===== src/rtl/song_play_ctrl_if.sv =====
// Control bundle between the button front end and the playback controller.
// The slave modport is the controller side; master is the driving side.
interface song_play_ctrl_if;
  logic       play_button;
  logic       next_button;
  logic       song_done;
  logic       play;
  logic [1:0] song;
  logic       reset_player;
  logic       busy;

  modport master (
    output play_button, next_button, song_done,
    input  play, song, reset_player, busy
  );

  modport slave (
    input  play_button, next_button, song_done,
    output play, song, reset_player, busy
  );
endinterface


===== src/rtl/song_play_ctrl.sv =====
// Playback controller for song_reader: play/pause, next-song and timed reader flush.
// Define SONG_PLAY_CTRL_AUTO_ADVANCE_EN to continue to the next song when one ends.
module song_play_ctrl #(
  parameter int NUM_SONGS    = 4,
  parameter int RESET_CYCLES = 2
) (
  input logic             clk,
  input logic             reset,
  song_play_ctrl_if.slave bus
);

  localparam int CW = $clog2(RESET_CYCLES + 1);
  localparam logic [CW-1:0] CNT_LAST  = CW'(RESET_CYCLES - 1);
  localparam logic [1:0]    SONG_LAST = 2'(NUM_SONGS - 1);

  localparam logic [1:0] PAUSED  = 2'd0;
  localparam logic [1:0] PLAYING = 2'd1;
  localparam logic [1:0] FLUSH   = 2'd2;

  logic [1:0]    state, state_n;
  logic [1:0]    ret, ret_n;
  logic [1:0]    song, song_n;
  logic [CW-1:0] cnt, cnt_n;
  logic          play_q, reset_player_q, busy_q;
  logic [1:0]    next_song;

  assign next_song = (song == SONG_LAST) ? 2'd0 : song + 2'd1;

  always_comb begin
    state_n = state;
    ret_n   = ret;
    song_n  = song;
    cnt_n   = cnt;
    case (state)
      PAUSED: begin
        if (bus.next_button) begin
          state_n = FLUSH;
          song_n  = next_song;
          ret_n   = PAUSED;
          cnt_n   = '0;
        end else if (bus.play_button) begin
          state_n = PLAYING;
        end
      end
      PLAYING: begin
        if (bus.next_button) begin
          state_n = FLUSH;
          song_n  = next_song;
          ret_n   = PLAYING;
          cnt_n   = '0;
        end else if (bus.song_done) begin
          state_n = FLUSH;
          cnt_n   = '0;
`ifdef SONG_PLAY_CTRL_AUTO_ADVANCE_EN
          song_n  = next_song;
          ret_n   = PLAYING;
`else
          ret_n   = PAUSED;
`endif
        end else if (bus.play_button) begin
          state_n = PAUSED;
        end
      end
      FLUSH: begin
        // Inputs are deliberately ignored here; pulses arriving mid-flush are lost.
        if (cnt == CNT_LAST) begin
          state_n = ret;
          cnt_n   = '0;
        end else begin
          cnt_n = cnt + 1'b1;
        end
      end
      default: begin
        state_n = PAUSED;
        ret_n   = PAUSED;
        cnt_n   = '0;
      end
    endcase
  end

  // Outputs are registered from the next state so they switch on the same edge as the FSM.
  always_ff @(posedge clk) begin
    if (reset) begin
      state          <= PAUSED;
      ret            <= PAUSED;
      song           <= 2'd0;
      cnt            <= '0;
      play_q         <= 1'b0;
      reset_player_q <= 1'b0;
      busy_q         <= 1'b0;
    end else begin
      state          <= state_n;
      ret            <= ret_n;
      song           <= song_n;
      cnt            <= cnt_n;
      play_q         <= (state_n == PLAYING);
      reset_player_q <= (state_n == FLUSH);
      busy_q         <= (state_n == FLUSH);
    end
  end

  assign bus.play         = play_q;
  assign bus.song         = song;
  assign bus.reset_player = reset_player_q;
  assign bus.busy         = busy_q;

endmodule


===== src/flat_wrapper.sv =====
// flat-port wrapper written by rule: the top's interface ports become plain ports
module song_play_ctrl_flat 
#(
  parameter int NUM_SONGS    = 4,
  parameter int RESET_CYCLES = 2
)
  (clk, reset, bus_play_button, bus_next_button, bus_song_done, bus_play, bus_song, bus_reset_player, bus_busy);
  song_play_ctrl_if bus_i ();
  input logic clk;
  input logic reset;
  input wire logic [$bits(bus_i.play_button)-1:0] bus_play_button;
  input wire logic [$bits(bus_i.next_button)-1:0] bus_next_button;
  input wire logic [$bits(bus_i.song_done)-1:0] bus_song_done;
  output wire logic [$bits(bus_i.play)-1:0] bus_play;
  output wire logic [$bits(bus_i.song)-1:0] bus_song;
  output wire logic [$bits(bus_i.reset_player)-1:0] bus_reset_player;
  output wire logic [$bits(bus_i.busy)-1:0] bus_busy;
  assign bus_i.play_button = bus_play_button;
  assign bus_i.next_button = bus_next_button;
  assign bus_i.song_done = bus_song_done;
  assign bus_play = bus_i.play;
  assign bus_song = bus_i.song;
  assign bus_reset_player = bus_i.reset_player;
  assign bus_busy = bus_i.busy;
  song_play_ctrl #(.NUM_SONGS(NUM_SONGS), .RESET_CYCLES(RESET_CYCLES)) u_core (.clk(clk), .reset(reset), .bus(bus_i));
endmodule

===== config.mk =====
export PLATFORM = sky130hd
export DESIGN_NAME = song_play_ctrl_flat
export DESIGN_NICKNAME = d
export VERILOG_FILES = /design/src/rtl/song_play_ctrl_if.sv /design/src/rtl/song_play_ctrl.sv /design/src/flat_wrapper.sv
export SDC_FILE = /design/constraint.sdc
export NUM_CORES = 1
export LEC_CHECK = 0
export ABC_AREA = 0
export BUFFER_PORTS_ARGS = -buffer_cell sky130_fd_sc_hd__clkbuf_2
export CORE_MARGIN = 2
export CORE_UTILIZATION = 30
export DETAILED_ROUTE_END_ITERATION = 8
export MAX_ROUTING_LAYER = met4
export PLACE_DENSITY = 0.62
export SLEW_MARGIN = 20
export SYNTH_ARGS = -nofsm -noshare
export SYNTH_HDL_FRONTEND = slang
export SYNTH_SLANG_ARGS = --single-unit

===== constraint.sdc =====
create_clock -name clk -period 1.66 [get_ports clk]
set_clock_uncertainty 0.2 [all_clocks]
set_input_delay 0.083 -clock clk [delete_from_list [all_inputs] [get_ports clk]]
set_output_delay 0.083 -clock clk [all_outputs]
set_load 0.02 [all_outputs]

==> summary.txt <==
share of cells above drive strength 1 - 27.3%
Chip Height - 40.1 µm
Synth top area share - 46.2%
Async S/R FF share, synth - 0%
Layout area overhead - 27.6%
num rows - 12
Post-DP HPWL - 472 µm
Clk network pwr share - 33.8%
top_reg_cell synth - dfxtp_1
cell area after synthesis - 390 µm²
critical path endpoint category - flop
ranking of synthesized cells by area - dfxtp_1 (46%), nor2_1 (6.7%), mux2i_1 (5.1%)
first-pass GRT wire length - 1.15 mm
RSZ-0062 raised after global routing - false
WL per Instance - 9.67 µm
Final ANT Viol Nets - 0
GPL Wtd Cong - 0.739
Die Wd - 40.1 µm
via total after detailed routing - 326
synth unique cells - 21
leak pwr - 0.210 nW
sequential element share of the synthesized area - 46.2%
Synth Net Count - 47
Fin Hold WS - 0.0113 ns
clk sinks - 9
Slew Limit Fails - 0
Fmax - 0.695 GHz
Final Setup Violations - 0
Cell Pwr Density - 981 nW/µm²
Clock Path Buffers - 2
vias in the first global route - 251
die area - 1610 µm²
drt via density - 4.72
Post-CTS Resized - 0
EDFF count, synth - 0
CTS Root Cell - clkbuf_4
Sequential Power Share - 50.0%
crit-path max FO - 6
internal power - 361 µW
HP Class - in -> reg
switching portion of total power - 26.2%
max-cap violations - 0
gr ovfl total - 0
net total in the final layout - 62
synth warn - 0
Yosys reg bits - 9
Iter 0 DRT Violations - 3
initial core utilization - 33.8%
CTS tree - built
post-CTS setup buffers - 0
CORE AREA - 1160 µm²
run status - completed
PortBufs - 9
Finished Core Util - 43.1%
biggest area consumer among synthesized cells - dfxtp_1
critical path class - in -> reg
DRT Wirelength - 667 µm
DRC viols - 0
Clk Latency, worst-skew pair - 0.26 ns
top-count cell post-synth - dfxtp_1
cells after synthesis - 41
Slew @ Worst Pin - 0.276 ns
1st-pass router iterations - 2
CP Launch Type - input pin
Final Cycle Share - 86.7%
cts bufs inserted - 3
most instantiated cells after synthesis - dfxtp_1 (9), nor2_1 (7), a21oi_1 (3)
net switching power - 128 µW
number of H-tree levels - 1
Slew HR - 81.5%
VDD IR-drop max - 0.000581 V
Gate power share - 16.2%
CP Data Required Time - 1.66 ns
worst path arrival time - 1.43 ns
post-place setup slack - 0.321 ns
IO Pins - 10
initial antenna violation count - 0
Clock Pin Slew Worst Setup and Hold Paths - 0.06 ns
Post-Synthesis Mean Instance Area - 9.52 µm²
setup tns final - 0 ns
Final Hold Viols - 0
Antenna Cells - 0
Final Worst Setup Slack - 0.221 ns
fin crit period - 1.44 ns
largest net degree at the start of global routing - 10
Total GRT Usage - 12.4%
-- cell type report --
| cell class | instances | area, µm² |
|---|---|---|
| flip-flops and latches | 9 | 180 |
| clock buffers | 4 | 26.3 |
| fillers | 119 | 658 |
| well taps | 14 | 17.5 |
| multi-input cells | 30 | 199 |
| repair buffers | 12 | 75.1 |
-- routing by layer --
metal | vias up | part of all wire [%] | wire length (µm) | GRT usage (%)
met5 | - | 0 | 0 | -
met4 | 0 | 1.9 | 13 | 7.76
met3 | 2 | 7.8 | 52 | 10.0
met2 | 8 | 43 | 286 | 14.1
met1 | 142 | 47 | 314 | 14.1
li1 | 174 | - | - | -
-- timing repair --
action | in CTS | in global routing
setup endpoints to repair | 0 | 0
hold buffers | 3 | 0
endpoints found under the hold margin | 9 | 0
-- cell usage in the layout, fill, tap and decap left out, drive strengths merged --
cell type / instances
clkbuf: 13
dfxtp: 9
nor2: 7
a21oi: 3
dlygate4sd3: 3
nor2b: 3
a31oi: 2
nor3b: 2
mux2i: 2
or4b: 1
nor4: 1
nand2: 1
nand4b: 1
a211oi: 1
or2b: 1
o22a: 1
and2b: 1
o21ai: 1
or3b: 1
ha: 1
-- stage by stage --
stage	area (µm²)	total power, mW	instances
2_1_floorplan	390	0.303	41
3_3_place_gp	442	0.324	62
3_5_place_dp	442	0.324	62
4_1_cts	498	0.500	69
5_1_grt	498	0.523	69
6_report	498	0.489	69
-- power by group through the flow --
stage,sequential [mW],clock (mW),combinational (mW)
final,0.244,0.165,0.0792
after floorplan,0.257,0,0.0463
after CTS,0.244,0.176,0.0804
after global routing,0.247,0.186,0.0905
after global placement,0.249,0,0.0751
after detailed placement,0.249,0,0.0744
-- worst max-delay path, cell delays in order --
cell and delay (ns):
dlygate4sd3_1 0.53, clkbuf_2 0.14, nor2b_2 0.19, or3b_1 0.35, a21oi_1 0.13
-- registers in the layout, indices dropped and copies added, names as in the netlist --
register,cells
u_core.bus.play,1
u_core.bus.reset_player,1
u_core.bus.song,2
u_core.cnt,2
u_core.ret,1
u_core.state,2
-- final timing paths --
kind | endpoint | cells past startpoint | slack [ns] | startpoint
setup / recovery | u_core.ret[0] | 5 | 0.22 | bus_next_button
setup reg to reg | u_core.bus.play | 2 | 0.32 | u_core.state[1]
hold / removal | u_core.state[0] | 4 | 0.01 | bus_song_done
hold reg to reg | u_core.cnt[1] | 1 | 0.27 | u_core.cnt[1]
-- logic make-up after synthesis --
| group | Yosys count | share of synthesized area [%] |
|---|---|---|
| compound gates | 8 | 12.8 |
| buf+inv | 2 | 2.88 |
| mux | 2 | 5.13 |
| flops | 9 | 46.2 |
| simple gates | 19 | 29.8 |
| fa+ha+maj | 1 | 3.20 |
No activity file was read; power rests on OpenSTA's default activity.
